**src/rtl/mcdf_reg_pkg.sv**
```systemverilog
// mcdf_reg_pkg: command codes, bus widths and FSM states shared by the MCDF register path
package mcdf_reg_pkg;
  localparam int CMD_ADDR_W = 6;
  localparam int CMD_DATA_W = 32;
  localparam int IDX_SHIFT = 4;
  localparam logic [1:0] CMD_IDLE = 2'b00;
  localparam logic [1:0] CMD_WR = 2'b01;
  localparam logic [1:0] CMD_RD = 2'b10;
  typedef enum logic [1:0] {S_IDLE, S_ISSUE, S_WAIT, S_RESP} state_e;
endpackage

```
**src/rtl/mcdf_reg_cmd_master_if.sv**
```systemverilog
// mcdf_reg_cmd_master_if: host request/response channels plus the register command bus
interface mcdf_reg_cmd_master_if;
  import mcdf_reg_pkg::*;
  logic                  req_valid_i;
  logic                  req_ready_o;
  logic                  req_write_i;
  logic [CMD_ADDR_W-1:0] req_addr_i;
  logic [CMD_DATA_W-1:0] req_wdata_i;
  logic                  rsp_valid_o;
  logic                  rsp_ready_i;
  logic                  rsp_write_o;
  logic [CMD_DATA_W-1:0] rsp_rdata_o;
  logic                  rsp_err_o;
  logic [1:0]            cmd_o;
  logic [CMD_ADDR_W-1:0] cmd_addr_o;
  logic [CMD_DATA_W-1:0] cmd_data_o;
  logic [CMD_DATA_W-1:0] cmd_rdata_i;
  modport master (
    input  req_valid_i, req_write_i, req_addr_i, req_wdata_i, rsp_ready_i, cmd_rdata_i,
    output req_ready_o, rsp_valid_o, rsp_write_o, rsp_rdata_o, rsp_err_o, cmd_o, cmd_addr_o, cmd_data_o
  );
  modport slave (
    output req_valid_i, req_write_i, req_addr_i, req_wdata_i, rsp_ready_i, cmd_rdata_i,
    input  req_ready_o, rsp_valid_o, rsp_write_o, rsp_rdata_o, rsp_err_o, cmd_o, cmd_addr_o, cmd_data_o
  );
endinterface

```
**src/rtl/mcdf_reg_cmd_master.sv**
```systemverilog
// mcdf_reg_cmd_master: turns host requests into single WR/RD commands and returns responses
// MCDF_ADDR_CHECK_EN: answer misaligned or out-of-range addresses with an error, no command
module mcdf_reg_cmd_master
  import mcdf_reg_pkg::*;
#(
  parameter int RD_LAT        = 1,
  parameter int LEGAL_IDX_MAX = 2
) (
  input logic clk_i,
  input logic rst_i,
  mcdf_reg_cmd_master_if.master bus
);
  localparam bit CHK_EN =
`ifdef MCDF_ADDR_CHECK_EN
    1'b1;
`else
    1'b0;
`endif
  state_e                state_q, state_d;
  logic [2:0]            cnt_q, cnt_d;
  logic                  wr_q, wr_d;
  logic [1:0]            cmd_q, cmd_d;
  logic [CMD_ADDR_W-1:0] cmd_addr_q, cmd_addr_d;
  logic [CMD_DATA_W-1:0] cmd_data_q, cmd_data_d;
  logic                  rsp_valid_q, rsp_valid_d;
  logic                  rsp_write_q, rsp_write_d;
  logic [CMD_DATA_W-1:0] rsp_rdata_q, rsp_rdata_d;
  logic                  rsp_err_q, rsp_err_d;
  logic [CMD_ADDR_W-1:0] idx;
  logic                  illegal;
  assign idx = bus.req_addr_i >> IDX_SHIFT;
  assign illegal = CHK_EN && ((bus.req_addr_i[3:0] != 4'd0) || (int'(idx) > LEGAL_IDX_MAX));
  always_comb begin
    state_d     = state_q;
    cnt_d       = cnt_q;
    wr_d        = wr_q;
    cmd_d       = CMD_IDLE;
    cmd_addr_d  = cmd_addr_q;
    cmd_data_d  = cmd_data_q;
    rsp_valid_d = rsp_valid_q;
    rsp_write_d = rsp_write_q;
    rsp_rdata_d = rsp_rdata_q;
    rsp_err_d   = rsp_err_q;
    case (state_q)
      S_IDLE: if (bus.req_valid_i) begin
        wr_d = bus.req_write_i;
        if (illegal) begin
          state_d     = S_RESP;
          rsp_valid_d = 1'b1;
          rsp_write_d = bus.req_write_i;
          rsp_rdata_d = '0;
          rsp_err_d   = 1'b1;
        end else begin
          state_d    = S_ISSUE;
          cmd_d      = bus.req_write_i ? CMD_WR : CMD_RD;
          cmd_addr_d = bus.req_addr_i;
          cmd_data_d = bus.req_write_i ? bus.req_wdata_i : '0;
        end
      end
      S_ISSUE: if (wr_q) begin
        state_d     = S_RESP;
        rsp_valid_d = 1'b1;
        rsp_write_d = 1'b1;
        rsp_rdata_d = '0;
        rsp_err_d   = 1'b0;
      end else begin
        state_d = S_WAIT;
        cnt_d   = 3'(RD_LAT);
      end
      S_WAIT: begin
        cnt_d = cnt_q - 3'd1;
        if (cnt_q == 3'd1) begin
          state_d     = S_RESP;
          rsp_valid_d = 1'b1;
          rsp_write_d = 1'b0;
          rsp_rdata_d = bus.cmd_rdata_i;
          rsp_err_d   = 1'b0;
        end
      end
      S_RESP: if (bus.rsp_ready_i) begin
        state_d     = S_IDLE;
        rsp_valid_d = 1'b0;
      end
      default: state_d = S_IDLE;
    endcase
  end
  always_ff @(posedge clk_i or posedge rst_i) begin
    if (rst_i) begin
      state_q     <= S_IDLE;
      cnt_q       <= '0;
      wr_q        <= 1'b0;
      cmd_q       <= CMD_IDLE;
      cmd_addr_q  <= '0;
      cmd_data_q  <= '0;
      rsp_valid_q <= 1'b0;
      rsp_write_q <= 1'b0;
      rsp_rdata_q <= '0;
      rsp_err_q   <= 1'b0;
    end else begin
      state_q     <= state_d;
      cnt_q       <= cnt_d;
      wr_q        <= wr_d;
      cmd_q       <= cmd_d;
      cmd_addr_q  <= cmd_addr_d;
      cmd_data_q  <= cmd_data_d;
      rsp_valid_q <= rsp_valid_d;
      rsp_write_q <= rsp_write_d;
      rsp_rdata_q <= rsp_rdata_d;
      rsp_err_q   <= rsp_err_d;
    end
  end
  assign bus.req_ready_o = (state_q == S_IDLE) && !rst_i;
  assign bus.rsp_valid_o = rsp_valid_q;
  assign bus.rsp_write_o = rsp_write_q;
  assign bus.rsp_rdata_o = rsp_rdata_q;
  assign bus.rsp_err_o   = rsp_err_q;
  assign bus.cmd_o       = cmd_q;
  assign bus.cmd_addr_o  = cmd_addr_q;
  assign bus.cmd_data_o  = cmd_data_q;
endmodule
```
**src/flat_wrapper.sv**
```systemverilog
// flat-port wrapper written by rule: the top's interface ports become plain ports
module mcdf_reg_cmd_master_flat import mcdf_reg_pkg::*;
#(
  parameter int RD_LAT        = 1,
  parameter int LEGAL_IDX_MAX = 2
)
  (clk_i, rst_i, bus_req_valid_i, bus_req_write_i, bus_req_addr_i, bus_req_wdata_i, bus_rsp_ready_i, bus_cmd_rdata_i, bus_req_ready_o, bus_rsp_valid_o, bus_rsp_write_o, bus_rsp_rdata_o, bus_rsp_err_o, bus_cmd_o, bus_cmd_addr_o, bus_cmd_data_o);
  mcdf_reg_cmd_master_if bus_i ();
  input logic clk_i;
  input logic rst_i;
  input wire logic [$bits(bus_i.req_valid_i)-1:0] bus_req_valid_i;
  input wire logic [$bits(bus_i.req_write_i)-1:0] bus_req_write_i;
  input wire logic [$bits(bus_i.req_addr_i)-1:0] bus_req_addr_i;
  input wire logic [$bits(bus_i.req_wdata_i)-1:0] bus_req_wdata_i;
  input wire logic [$bits(bus_i.rsp_ready_i)-1:0] bus_rsp_ready_i;
  input wire logic [$bits(bus_i.cmd_rdata_i)-1:0] bus_cmd_rdata_i;
  output wire logic [$bits(bus_i.req_ready_o)-1:0] bus_req_ready_o;
  output wire logic [$bits(bus_i.rsp_valid_o)-1:0] bus_rsp_valid_o;
  output wire logic [$bits(bus_i.rsp_write_o)-1:0] bus_rsp_write_o;
  output wire logic [$bits(bus_i.rsp_rdata_o)-1:0] bus_rsp_rdata_o;
  output wire logic [$bits(bus_i.rsp_err_o)-1:0] bus_rsp_err_o;
  output wire logic [$bits(bus_i.cmd_o)-1:0] bus_cmd_o;
  output wire logic [$bits(bus_i.cmd_addr_o)-1:0] bus_cmd_addr_o;
  output wire logic [$bits(bus_i.cmd_data_o)-1:0] bus_cmd_data_o;
  assign bus_i.req_valid_i = bus_req_valid_i;
  assign bus_i.req_write_i = bus_req_write_i;
  assign bus_i.req_addr_i = bus_req_addr_i;
  assign bus_i.req_wdata_i = bus_req_wdata_i;
  assign bus_i.rsp_ready_i = bus_rsp_ready_i;
  assign bus_i.cmd_rdata_i = bus_cmd_rdata_i;
  assign bus_req_ready_o = bus_i.req_ready_o;
  assign bus_rsp_valid_o = bus_i.rsp_valid_o;
  assign bus_rsp_write_o = bus_i.rsp_write_o;
  assign bus_rsp_rdata_o = bus_i.rsp_rdata_o;
  assign bus_rsp_err_o = bus_i.rsp_err_o;
  assign bus_cmd_o = bus_i.cmd_o;
  assign bus_cmd_addr_o = bus_i.cmd_addr_o;
  assign bus_cmd_data_o = bus_i.cmd_data_o;
  mcdf_reg_cmd_master #(.RD_LAT(RD_LAT), .LEGAL_IDX_MAX(LEGAL_IDX_MAX)) u_core (.clk_i(clk_i), .rst_i(rst_i), .bus(bus_i));
endmodule
```
**config.mk**
```make
export PLATFORM = sky130hd
export DESIGN_NAME = mcdf_reg_cmd_master_flat
export DESIGN_NICKNAME = d
export VERILOG_FILES = /design/src/rtl/mcdf_reg_pkg.sv /design/src/rtl/mcdf_reg_cmd_master_if.sv /design/src/rtl/mcdf_reg_cmd_master.sv /design/src/flat_wrapper.sv
export SDC_FILE = /design/constraint.sdc
export NUM_CORES = 1
export LEC_CHECK = 0
export CORE_ASPECT_RATIO = 1.5
export CORE_UTILIZATION = 25
export DETAILED_ROUTE_END_ITERATION = 6
export PLACE_DENSITY_LB_ADDON = 0.1
export SLEW_MARGIN = 25
export SYNTH_ARGS = -nofsm -noshare
export SYNTH_HDL_FRONTEND = slang
export SYNTH_SLANG_ARGS = --single-unit
```
**constraint.sdc**
```tcl
create_clock -name clk_i -period 2.5 [get_ports clk_i]
set_clock_uncertainty 0.15 [all_clocks]
set_input_delay 0.25 -clock clk_i [delete_from_list [all_inputs] [get_ports clk_i]]
set_output_delay 0.25 -clock clk_i [all_outputs]
set_load 0.02 [all_outputs]
```
Word level (Yosys, flattened, before mapping)
Cells that the tools add are included.
{"block": "word_totals", "inputBits": 75, "output_inout_bits": 76, "word_cells": 52, "regBits": 81}
{"block": "op_classes", "eq_ne": 9, "add_sub_neg": 1, "n_reduce_logical": 9, "bitwise_logic": 1, "muxes": 22}
{"operator": "32-bit 2-to-1 mux", "n": 3}
{"operator": "32-bit case mux with 2 select lines", "n": 1}
{"operator": "2-bit 2-to-1 mux", "n": 6}
{"operator": "2-bit case mux with 4 select lines", "n": 1}
{"operator": "1-bit 2-to-1 mux", "n": 6}
{"operator": "2-bit != test, second input constant", "n": 3}
{"operator": "3-bit case mux with 2 select lines", "n": 1}
{"operator": "3-bit AND reduction", "n": 2}
{"operator": "2-bit == test, second input constant", "n": 2}
{"operator": "2-bit by 1-bit != test with 1-bit output, second input constant", "n": 2}
{"operator": "1-bit case mux with 2 select lines", "n": 2}
{"operator": "2-bit AND reduction", "n": 2}
{"operator": "4-bit AND reduction", "n": 1}
{"operator": "3-bit by 1-bit == test with 1-bit output, second input constant", "n": 1}
{"operator": "3-bit 2-to-1 mux", "n": 1}
{"operator": "1-bit case mux with 3 select lines", "n": 1}
{"operator": "3-bit by 1-bit subtractor with 3-bit output, second input constant", "n": 1}
{"operator": "2-bit by 1-bit == test with 1-bit output, second input constant", "n": 1}
{"operator": "2-bit zero test", "n": 1}
{"operator": "2-bit nonzero test", "n": 1}
{"operator": "1-bit logical AND", "n": 1}
{"operator": "1-bit zero test", "n": 1}
{"operator": "1-bit NOT", "n": 1}

Depth between registers and ports, before layout
{"block": "logic_depth", "depth_word": 3, "ltp_mapped": 9, "mapped_depth_nobuf": 6}

Least setup slack after synthesis
OpenSTA, ideal clock, no wires.
{"block": "synth_path", "kind": "register to register", "start": "register u_core.state_q[0]", "end": "register u_core.rsp_rdata_q[0], in the netlist u_core.bus.rsp_rdata_o[0]", "setup_ns": 0.118, "setup_slack_ns": 0.725, "synth_period_minus_slack_ns": 1.775, "path_buffers": 3, "required_ns": 2.232, "path_stages_with_launch": 9, "arrival_ns": 1.507, "path_cell_list": "dfrtp_1 inv_1 ha_1 buf_6 or2_4 o211ai_2 buf_12 buf_8 o21ai_2"}
{"block": "synth_between", "elab_chain_cells": 3, "word_cells_on_any_way": 7, "cone_classes": "4 x eq/ne; 1 x mux; 2 x reduce/logical"}
{"item": "from (decl)", "line": "mcdf_reg_cmd_master.sv:19", "source": "state_e state_q, state_d;"}
{"item": "from (signal assigned)", "line": "mcdf_reg_cmd_master.sv:100", "source": "state_q <= state_d;"}
{"item": "2-bit by 1-bit == test with 1-bit output or 2-bit == test (tied branches)", "line": "mcdf_reg_cmd_master.sv:44", "source": "case (state_q)"}
{"item": "2-bit by 1-bit != test with 1-bit output (no source line) or 2-bit nonzero test (tied branches)"}
{"item": "3-bit AND reduction (no source line)"}
{"item": "to (signal assigned)", "line": "mcdf_reg_cmd_master.sv:108", "source": "rsp_rdata_q <= rsp_rdata_d;"}
{"item": "to (decl)", "line": "mcdf_reg_cmd_master.sv:27", "source": "logic [CMD_DATA_W-1:0] rsp_rdata_q, rsp_rdata_d;"}
Several ways; a longest one is shown, not always the timed one.
A chain may end at the register's enable or synchronous reset.

Final worst setup path
{"block": "layout_path", "start": "register u_core.state_q[0]", "end": "register u_core.cmd_data_q[15], in the netlist u_core.bus.cmd_data_o[15]"}
{"block": "layout_between", "elab_chain_cells": 2}
{"item": "2-bit zero test", "line": "mcdf_reg_cmd_master.sv:44"}
{"item": "2-bit AND reduction (no source line)"}
{"item": "to (signal assigned)", "line": "mcdf_reg_cmd_master.sv:105", "source": "cmd_data_q <= cmd_data_d;"}
{"item": "to (decl)", "line": "mcdf_reg_cmd_master.sv:24", "source": "logic [CMD_DATA_W-1:0] cmd_data_q, cmd_data_d;"}
Every way passes these cells.

==> out/metrics.cfg <==
[grt]
grt.met3_usage_pct=5.12
grt_usage_pct=12.3
gr-usage-met2_pct=19.5
gr-total-overflow=0
grt_pass1_vias=2929
grt_busiest_layer=met2
grt_max_degree=38
antenna_found_initial=0
use_met1_pct=15.0
grt_pass1_wl_mm=14.3

[critical_path]
reg2regPathDepth=6
criticalPathCategory=reg -> reg
r2r-start=u_core.state_q[0]$_DFFE_PP0P_
crit_end=u_core.bus.cmd_data_o[15]$_DFFE_PP0P_
rrSetupSlack_ns=0.42
worstReg2RegEnd=u_core.bus.cmd_data_o[15]$_DFFE_PP0P_
endpoint_kind=register
cp_max_fo=37
critical_path_required_ns=2.61
worst_setup_path_start_kind=register
worstPathArrival_ns=2.19
startpoint=u_core.state_q[0]$_DFFE_PP0P_

[clock_network]
insertion_delay_ns=0.33
clk_pin_slew_worst_paths_ns=0.06
cts.sinks=80
cts-root-buf=clkbuf_16
cts_max_level=3
cts_buffer_depth=2
cts_buffers=9
cts_hold_buf=0
cts_tree=done

[route]
wl_per_cell_um=12.4
num_vias=2813
drcViolationCount=0
ant_nets=0
wl_mm=8.62
drt_first_pass_iters=4
viasPerCell=4.06
drt-initial-drc-count=71

[floorplan]
die_area_um2=14800
die_x_um=99.7
initial_core_util_pct=25.6
rows=53
io_pins=151
coreArea_um2=14000
fp.dieH_um=148

[place]
post-dp-hpwl_mm=6.31
gp_congestion=0.692
io_buffers=149
dpl-instance-area_um2=5250

[power_and_ir_drop]
power_switching_mw=2.95
ir_drop_uv=517
power.share.switching_pct=40.1
intPower_mw=4.41
pwr-share-seq_pct=30.1
p_comb_share_pct=51.1
power.share.clock_pct=18.8
p_leak_nw=2.39
p_per_area_nw_per_um2=1320

[timing]
period_needed_ns=2.08
worstMarginPinSlew_ns=0.664
setup-violations-final=0
tns_ns=0
timing.slew.headroom_pct=55.7
fmax_ghz=0.480
rsz0062_at_grt=no
slew_viol_final=0
finalHoldViolations=0
fin_crit_sh_pct=83.3

[yosys]
synth-seq-area-share_pct=56.0
synth_top_area_cell=dfrtp_1
ys_ff_latch=80
synth_fp_nets=429
ys_types=31
yosysTopAreaCellShare_pct=56.0
ys_warn_count=0
netlist_area_um2=3580
syn_inst=348
synth.area.top_cells=dfrtp_1 (56%), nand2_1 (11%), o21ai_2 (8.1%)
avgSynthCellArea_um2=10.3

[final_layout]
area_growth_pct=55.6
n_antenna_cell=0
drive_gt1_share_pct=19.6
nNetsFinal=578
design_area_um2=5570
fill_cells=1415

[run_status]
status=finished clean

[job]
drv_cap=0

[hold_path]
min_path_type=in -> async

-- through the flow --
stage	util, %	power, mW	hold WS, ns	std cells	setup WS [ns]
final	39.8	7.36	0.228	693	0.417
after global routing	39.8	7.92	0.293	693	0.167
after CTS	39.8	7.51	0.250	693	0.108
after detailed placement	37.5	6.08	0.318	678	0.394
after global placement	37.5	6.04	0.313	678	0.444
after floorplan	-	4.72	0.227	348	0.0483
-- layout by cell type (no fill, tap or decap), types with 2 or more instances in the layout --
master | Yosys | routed
nand2_2 | 33 | 34
nor2b_1 | 2 | 2
nand2_1 | 104 | 103
o21ai_1 | 36 | 36
inv_1 | 7 | 6
clkbuf_16 | 0 | 9
o21ai_2 | 33 | 33
clkinvlp_4 | 0 | 2
clkinv_2 | 0 | 3
mux2_1 | 7 | 7
clkdlybuf4s50_1 | 0 | 148
ha_1 | 6 | 6
bufinv_16 | 0 | 2
nand2b_1 | 2 | 2
buf_4 | 2 | 9
dfrtp_1 | 80 | 80
buf_12 | 5 | 3
-- registers in the layout, indices dropped and copies added (netlist names) --
| name | count |
|---|---|
| u_core.bus.cmd_addr_o | 6 |
| u_core.bus.cmd_data_o | 32 |
| u_core.bus.cmd_o | 2 |
| u_core.bus.rsp_rdata_o | 32 |
| u_core.bus.rsp_valid_o | 1 |
| u_core.bus.rsp_write_o | 1 |
| u_core.cnt_q | 3 |
| u_core.state_q | 2 |
| u_core.wr_q | 1 |
-- metal layers --
| metal | share of wire [%] | vias up | wire length [um] |
|---|---|---|---|
| met5 | 0 | - | 0 |
| met4 | 1.3 | 0 | 108 |
| met3 | 9.6 | 10 | 829 |
| met2 | 45 | 119 | 3900 |
| met1 | 44 | 1263 | 3780 |
| li1 | - | 1421 | - |
-- synthesized netlist by cell type --
master / number
or2_4: 1
nand2_2: 33
clkbuf_1: 13
o22ai_1: 1
inv_1: 7
conb_1: 1
mux2i_1: 1
o211ai_2: 1
nand2_1: 104
buf_6: 1
dfrtp_1: 80
a22o_1: 1
nand2b_1: 2
nor2_1: 1
o31ai_1: 1
buf_2: 1
buf_4: 2
a21o_1: 1
o21ai_2: 33
a21oi_1: 1
o22a_1: 1
buf_12: 5
inv_2: 1
mux2_1: 7
buf_8: 1
and3_1: 1
o21ai_1: 36
o31a_1: 1
ha_1: 6
nor2b_1: 2
and2_1: 1
-- power groups by stage --
| stage | Combinational (mW) | Clock, mW | Sequential [mW] |
|---|---|---|---|
| 5_1_grt | 4.13 | 1.49 | 2.30 |
| 3_5_place_dp | 3.84 | 0 | 2.24 |
| 3_3_place_gp | 3.81 | 0 | 2.23 |
| 6_report | 3.76 | 1.38 | 2.22 |
| 4_1_cts | 3.85 | 1.43 | 2.23 |
| 2_1_floorplan | 1.88 | 0 | 2.84 |
-- worst max-delay path: stages, from the launching register on --
cell     delay (ns)
dfrtp_1        0.39
inv_1          0.10
ha_1           0.28
nand2_2        0.46
buf_4          0.43
nand2_1        0.10
o21ai_1        0.08
-- area by class of cell --
class / instances / area, um^2 / area share, %
clock buffers: 9 / 225 / 4.05
clock inverters: 6 / 85.1 / 1.53
inverters: 8 / 31.3 / 0.562
multi-input cells: 237 / 1360 / 24.4
flip-flops and latches: 80 / 2000 / 36.0
well taps: 192 / 240 / 4.32
repair buffers: 161 / 1620 / 29.1
-- cell families (layout without fill, tap and decap cells) --
| family | count (synthesis) | in the layout | share of synthesized area (%) |
|---|---|---|---|
| multiplexers | 8 | 8 | 2.48 |
| flip-flops | 80 | 80 | 56.0 |
| AND/OR/NAND/NOR | 145 | 145 | 18.1 |
| adder cells (fa/ha/maj) | 6 | 6 | 2.10 |
| buffers and inverters | 31 | 184 | 6.30 |
| other | 1 | 1 | 0.105 |
| AO/OA/AOI/OAI | 77 | 77 | 14.9 |
-- how the worst min path moves through the flow --
stage,start,to,depth (start not counted)
after global placement,u_core.bus.rsp_rdata_o[0]$_DFFE_PP0P_,u_core.bus.rsp_rdata_o[0]$_DFFE_PP0P_,2
after detailed placement,u_core.bus.rsp_rdata_o[27]$_DFFE_PP0P_,u_core.bus.rsp_rdata_o[27]$_DFFE_PP0P_,2
after CTS,rst_i,u_core.bus.cmd_data_o[19]$_DFFE_PP0P_,2
final,rst_i,u_core.bus.cmd_data_o[19]$_DFFE_PP0P_,2
after floorplan,bus_req_wdata_i[9],u_core.bus.cmd_data_o[9]$_DFFE_PP0P_,2
after global routing,rst_i,u_core.bus.cmd_data_o[29]$_DFFE_PP0P_,2
-- what timing repair did --
| item | in CTS | in global routing |
|---|---|---|
| setup endpoints to repair | 0 | 1 |
| buffers inserted | 0 | 0 |
| resized for setup | 0 | 1 |
(Power assumes the default switching activity.)
